**src/rtl/boid_frame_scheduler.sv**
```systemverilog
// -----------------------------------------------------------------------------
// boid_frame_scheduler
//
// Once-per-frame refresh sequencer for the boid display memory. An end-of-frame
// pulse starts a scan:
//   1. One clear cycle to the resettable display RAM.
//   2. A walk over every BPU through the read-select.
//   3. A display-RAM write of the linear pixel address for each on-screen boid.
//   4. One done cycle.
// Off-screen boids are counted instead of written.
//
// Ports
//   clock       in   system clock, rising edge
//   reset       in   synchronous active-high reset, overrides everything
//   enable      in   gates the start of a new scan
//   frame_end   in   one-cycle end-of-frame pulse from the VGA controller
//   boid_x      in   x of the selected boid (combinational from the BPU mux)
//   boid_y      in   y of the selected boid
//   boid_sel    out  index of the BPU being read
//   disp_clear  out  one-cycle clear pulse to the display RAM
//   disp_we     out  display-RAM write enable (write data is always 1)
//   disp_addr   out  display-RAM write address
//   busy        out  high from the clear cycle through the done cycle
//   frame_done  out  one-cycle pulse in the done cycle
//   overrun     out  sticky, set by a frame_end that arrives while busy
//   skip_count  out  off-screen boids in the current/last scan, saturating
// -----------------------------------------------------------------------------
module boid_frame_scheduler #(
   parameter int MAX_BOIDS      = 4,
   parameter int BITS_FOR_BOIDS = (MAX_BOIDS > 1) ? $clog2(MAX_BOIDS) : 1,
   parameter int VIDEO_WIDTH    = 640,
   parameter int VIDEO_HEIGHT   = 480,
   parameter int ADDR_WIDTH     = 19
) (
   input  logic                      clock,
   input  logic                      reset,
   input  logic                      enable,
   input  logic                      frame_end,
   input  logic [9:0]                boid_x,
   input  logic [8:0]                boid_y,
   output logic [BITS_FOR_BOIDS-1:0] boid_sel,
   output logic                      disp_clear,
   output logic                      disp_we,
   output logic [ADDR_WIDTH-1:0]     disp_addr,
   output logic                      busy,
   output logic                      frame_done,
   output logic                      overrun,
   output logic [7:0]                skip_count
);

   typedef enum logic [1:0] {IDLE, CLEAR, SCAN, DONE} state_t;

   localparam logic [BITS_FOR_BOIDS-1:0] LAST_SEL = BITS_FOR_BOIDS'(MAX_BOIDS - 1);

   state_t                      state, state_next;
   logic                        start, last_boid, on_screen;
   logic [ADDR_WIDTH-1:0]       pix_addr;

   // Next values of the registered outputs
   logic [BITS_FOR_BOIDS-1:0]   sel_d;
   logic [ADDR_WIDTH-1:0]       addr_d;
   logic [7:0]                  skip_d;
   logic                        we_d, clear_d, busy_d, done_d, overrun_d;

   assign start     = (state == IDLE) && frame_end && enable;
   assign last_boid = (boid_sel == LAST_SEL);
   assign on_screen = (int'(boid_x) < VIDEO_WIDTH) && (int'(boid_y) < VIDEO_HEIGHT);
   // Multiplication by a constant width reduces to shifts and adds in synthesis.
   assign pix_addr  = ADDR_WIDTH'(boid_y) * ADDR_WIDTH'(VIDEO_WIDTH) + ADDR_WIDTH'(boid_x);

   // State and output registers
   // NOTE: sequential state uses non-blocking assignments so every register
   // samples the pre-edge values of the others.
   always_ff @(posedge clock) begin
      if (reset) begin
         state      <= IDLE;
         boid_sel   <= '0;
         disp_addr  <= '0;
         skip_count <= '0;
         disp_we    <= 1'b0;
         disp_clear <= 1'b0;
         busy       <= 1'b0;
         frame_done <= 1'b0;
         overrun    <= 1'b0;
      end else begin
         state      <= state_next;
         boid_sel   <= sel_d;
         disp_addr  <= addr_d;
         skip_count <= skip_d;
         disp_we    <= we_d;
         disp_clear <= clear_d;
         busy       <= busy_d;
         frame_done <= done_d;
         overrun    <= overrun_d;
      end
   end

   // Next-state logic
   // NOTE: the default assignment at the top keeps this block free of latches.
   always_comb begin
      state_next = state;
      unique case (state)
         IDLE:    if (start) state_next = CLEAR;
         CLEAR:   state_next = SCAN;
         SCAN:    if (last_boid) state_next = DONE;
         DONE:    state_next = IDLE;
         default: state_next = IDLE;
      endcase
   end

   // Output logic: next values of the registered outputs
   always_comb begin
      sel_d     = boid_sel;
      addr_d    = disp_addr;
      skip_d    = skip_count;
      we_d      = 1'b0;
      // A frame_end outside IDLE is only recorded, never acted on.
      overrun_d = overrun | (frame_end && (state != IDLE));
      clear_d   = (state_next == CLEAR);
      busy_d    = (state_next != IDLE);
      done_d    = (state_next == DONE);
      unique case (state)
         IDLE: begin
            if (start) begin
               sel_d  = '0;
               skip_d = '0;
            end
         end
         SCAN: begin
            if (on_screen) begin
               we_d   = 1'b1;
               addr_d = pix_addr;
            end else if (skip_count != 8'hFF) begin
               skip_d = skip_count + 8'd1;
            end
            sel_d = last_boid ? '0 : boid_sel + BITS_FOR_BOIDS'(1);
         end
         default: ;
      endcase
   end

endmodule
```
**config.mk**
```make
export PLATFORM = sky130hd
export DESIGN_NAME = boid_frame_scheduler
export DESIGN_NICKNAME = d
export VERILOG_FILES = /design/src/rtl/boid_frame_scheduler.sv
export SDC_FILE = /design/constraint.sdc
export NUM_CORES = 1
export LEC_CHECK = 0
export ABC_AREA = 0
export CAP_MARGIN = 15
export CELL_PAD_IN_SITES_DETAIL_PLACEMENT = 1
export CELL_PAD_IN_SITES_GLOBAL_PLACEMENT = 1
export CORE_MARGIN = 2
export CORE_UTILIZATION = 36
export CTS_BUF_LIST = sky130_fd_sc_hd__clkbuf_8
export CTS_CLUSTER_DIAMETER = 30
export DETAILED_ROUTE_END_ITERATION = 8
export HOLD_SLACK_MARGIN = 0.1
export PLACE_DENSITY_LB_ADDON = 0.1
export SLEW_MARGIN = 10
export SYNTH_ARGS = -nofsm -noshare
export SYNTH_HDL_FRONTEND = slang
export SYNTH_SLANG_ARGS = --single-unit
```
**constraint.sdc**
```tcl
create_clock -name clock -period 3.8 [get_ports clock]
set_input_delay 0.38 -clock clock [delete_from_list [all_inputs] [get_ports clock]]
set_output_delay 0.38 -clock clock [all_outputs]
set_load 0.1 [all_outputs]
```
==> metrics, run 1 <==
status=finished clean; post-DP HPWL=around 4.3 mm; P_sw=roughly 0.46 mW; Int Pwr=0.688 mW; Clock Latency Late Sink=roughly 0.28 ns; CP Capture Type=flip-flop; hold depth=2; Max stage delay cell, worst path=or4b_1; final net count=roughly 360; Placement Setup Slack=0.131 ns; initial antenna violation count=0; H-tree lvl count=2; YS warnings=0; CTS tree=yes; LEAKAGE=1.07 nW; Crit path largest cell delay=0.53 ns; Tmin final=about 3.4 ns; Synth cell types=46; fin area=~0.0028 sq mm; Antenna Cells=0; largest net degree at the start of global routing=26; synthesized net count=296; adder-cell area share of the yosys netlist=between 10% and 20%; # resized after CTS=0; Setup Buffers After CTS=0; DR WL/cell=14.3 um; FF-to-FF path depth=6; DIE HEIGHT=approximately 80 um; largest family of logic cells by synthesized area=simple AND/OR/NAND/NOR gates; Slew @ Worst Pin=0.998 ns; switching portion of total power=39.9%; Max Cap Violations=0; Final Cycle Share=between 80% and 90%; Primary FF master, synth=dfxtp_1; sequential element share of the synthesized area=34.3%; top-count cell post-synth=dfxtp_1; Synth Area in Compound Gates=20.8%; number of cells on the critical path=9; clk sinks=36; Post-synth EDFFs=0; Die ar.=between 0.006 and 0.007 sq mm; Slew Limit Fails=0; CTS Buffer Depth=2; fmax=between 200 and 300 MHz; DRC viols=0; Final Setup Violations=0; Synth Area in XOR/XNOR=5.36%; Rows=27; area leader, netlist=dfxtp_1; total CTS buffers=5; layout cells sized above 1=between 5 and 6%; drt via density=5.27; cts hold-fix bufs=0; placed cell area=0.00275 sq mm; Area contributors post-synth=dfxtp_1 34%, ha_1 13%, nor2_1 5.4%; final core utilization=51.0%; first-pass GRT wire length=9.20 mm; Worst setup SP type=input port; GP Congestion=~0.84; Hold Crit Class=flip-flop to flip-flop; Final Skew=0.00547 ns; CTS root buf=clkbuf_8; combinational power share=39.3%; Antenna Nets Post-Route=0; CORE AREA=roughly 0.0056 sq mm; CP cell instances=clkdlybuf4s50_1, ha_1, ha_1, fa_1, a211oi_2, o22ai_1, or4b_4, or4b_1, o211ai_1; drt pass-1 iters=4; Total Power=approximately 1.1 mW; crit path buf inv count=1; RSZ-0062 raised after global routing=no; #FFs+latches synth=36; gr ovfl total=0; VDD IR max=0.000137 V; chip width=80.4 um; WS Path Type=input port to flip-flop; Synth top cells by count=36 x dfxtp_1, 30 x nor2_1, 26 x nand2_1; endpoints failing hold=0; CP max FO=5; Worst path top cell family by delay=simple AND/OR/NAND/NOR gates; starting DRC count in detailed routing=46; Post-Syn Area=approximately 0.0021 sq mm; Setup WS post-layout=0.435 ns; total number of vias=2014; asr flop ratio synth=0%; Mapped Avg Cell Area=8.41 sq um; PD cells=403 mW/mm^2; mux contribution to synthesized area=less than 1%; clock-pin slew on the worst setup and hold paths=0.07 ns; Initial Utilization=37.7%; Crit path top cell by count=ha_1; vias in the first global route=2015; CP required=4.01 ns; Synth Instances=250; Synth top area share=between 30% and 40%; Worst EP arrival=3.57 ns; Area Growth Syn to Fin=35.2%; Routed WL=5.46 mm; PortBufs=56; Seq pwr share=36.0%; Slew HR=33.3%; Post-Synth Simple-Gate Area=21.0%; Clk network pwr share=about a quarter; Fin Setup TNS=0 ns; gr usage total=18.1%; io pins=57
-- metrics by stage --
stage | hold WS, ns | cells
after global placement | 0.442 | 374
after floorplan | 0.516 | 250
after global routing | 0.478 | 382
final | 0.455 | 382
after detailed placement | 0.450 | 374
after CTS | 0.461 | 382
-- flip-flops by register name, summed over array words and instances (netlist names) --
name        count
skip_count      8
disp_we         1
state           2
disp_clear      1
busy            1
overrun         1
frame_done      1
boid_sel        2
disp_addr      19
-- cells by family (layout without fill, tap and decap cells) --
kind of cell / after synthesis / count (layout)
AOI/OAI and AO/OA: 65 / 65
buffers and inverters: 20 / 80
adders and majority gates: 23 / 23
xor gates and xnor gates: 12 / 12
DFF: 36 / 36
muxes: 1 / 1
and+or+nand+nor: 93 / 93
-- worst min-delay path, delay by kind of cell, from the launching register on --
| kind | cells | cell delay [ns] |
|---|---|---|
| flops | 1 | 0.31 |
| simple gates | 1 | 0.05 |
| compound gates | 1 | 0.05 |
-- per-layer routing --
metal	vias up	wire length, um	track usage (%)	share of wire [%]
met2	39	2670	31.7	49
met3	8	163	3.03	3.0
met5	-	0	0	0
li1	1019	-	-	-
met1	948	2520	22.2	46
met4	0	100	6.10	1.8
-- power groups by stage --
stage          clock, mW  combinational, mW  sequential [mW]
5_1_grt            0.309              0.489            0.414
3_3_place_gp           0              0.446            0.420
2_1_floorplan          0              0.185            0.567
3_5_place_dp           0              0.452            0.421
6_report           0.283              0.450            0.412
4_1_cts            0.291              0.454            0.412
-- cell usage in the layout (no fill, tap or decap), types with 2 or more instances in the layout --
master / Yosys / final
clkdlybuf4s50_1: 0 / 56
a311oi_1: 2 / 2
xor2_1: 2 / 2
ha_1: 21 / 21
nand3_1: 8 / 8
buf_4: 1 / 4
dfxtp_1: 36 / 36
a21o_1: 2 / 2
o21ba_1: 2 / 2
nand4_1: 3 / 3
fa_1: 2 / 2
a211oi_1: 7 / 7
o2111ai_1: 4 / 4
nor2_1: 30 / 30
nor3_1: 6 / 6
o21ai_1: 3 / 3
nand2_1: 26 / 26
xnor2_1: 9 / 9
and3_1: 3 / 3
clkbuf_8: 0 / 6
o21a_1: 3 / 3
o22ai_1: 2 / 2
o21ai_0: 11 / 11
inv_1: 12 / 13
a211o_1: 3 / 3
nor2b_1: 3 / 3
nor4_1: 5 / 5
a21oi_1: 18 / 18
-- final cells by class --
type | count | area, sq um
fillers | 682 | 2730
flip-flops and latches | 36 | 721
clock buffers | 6 | 82.6
multi-input cells | 194 | 1300
well taps | 72 | 90.1
repair buffers | 60 | 591
inverters | 12 | 45.0
clock inverters | 2 | 11.3
-- worst paths after layout --
| check | from | endpoint | slack [ns] |
|---|---|---|---|
| worst max-delay path | boid_y[1] | disp_addr[17] | 0.44 |
| worst min-delay path | disp_addr[7] | disp_addr[7] | 0.45 |
| worst max register to register | state[0] | disp_addr[18] | 1.53 |
| worst min register to register | disp_addr[7] | disp_addr[7] | 0.45 |
Power figures use the tool's default switching activity.
==> inputs of run 2 (changes only) <==
--- a/config.mk
+++ b/config.mk
@@ -6,6 +6,7 @@
 export NUM_CORES = 1
 export LEC_CHECK = 0
 export ABC_AREA = 0
+export ABC_CLOCK_PERIOD_IN_PS = 3800
 export CAP_MARGIN = 15
 export CELL_PAD_IN_SITES_DETAIL_PLACEMENT = 1
 export CELL_PAD_IN_SITES_GLOBAL_PLACEMENT = 1
==> results of run 2 <==
Final layout, timing and power as in run 1 (identical DEF).
==> inputs of run 3 (changes only) <==
--- a/config.mk
+++ b/config.mk
@@ -15,6 +15,7 @@
 export CTS_BUF_LIST = sky130_fd_sc_hd__clkbuf_8
 export CTS_CLUSTER_DIAMETER = 30
 export DETAILED_ROUTE_END_ITERATION = 8
+export GPL_ROUTABILITY_DRIVEN = 0
 export HOLD_SLACK_MARGIN = 0.1
 export PLACE_DENSITY_LB_ADDON = 0.1
 export SLEW_MARGIN = 10
==> results of run 3 <==
Final layout, timing and power as in run 1 (identical DEF).
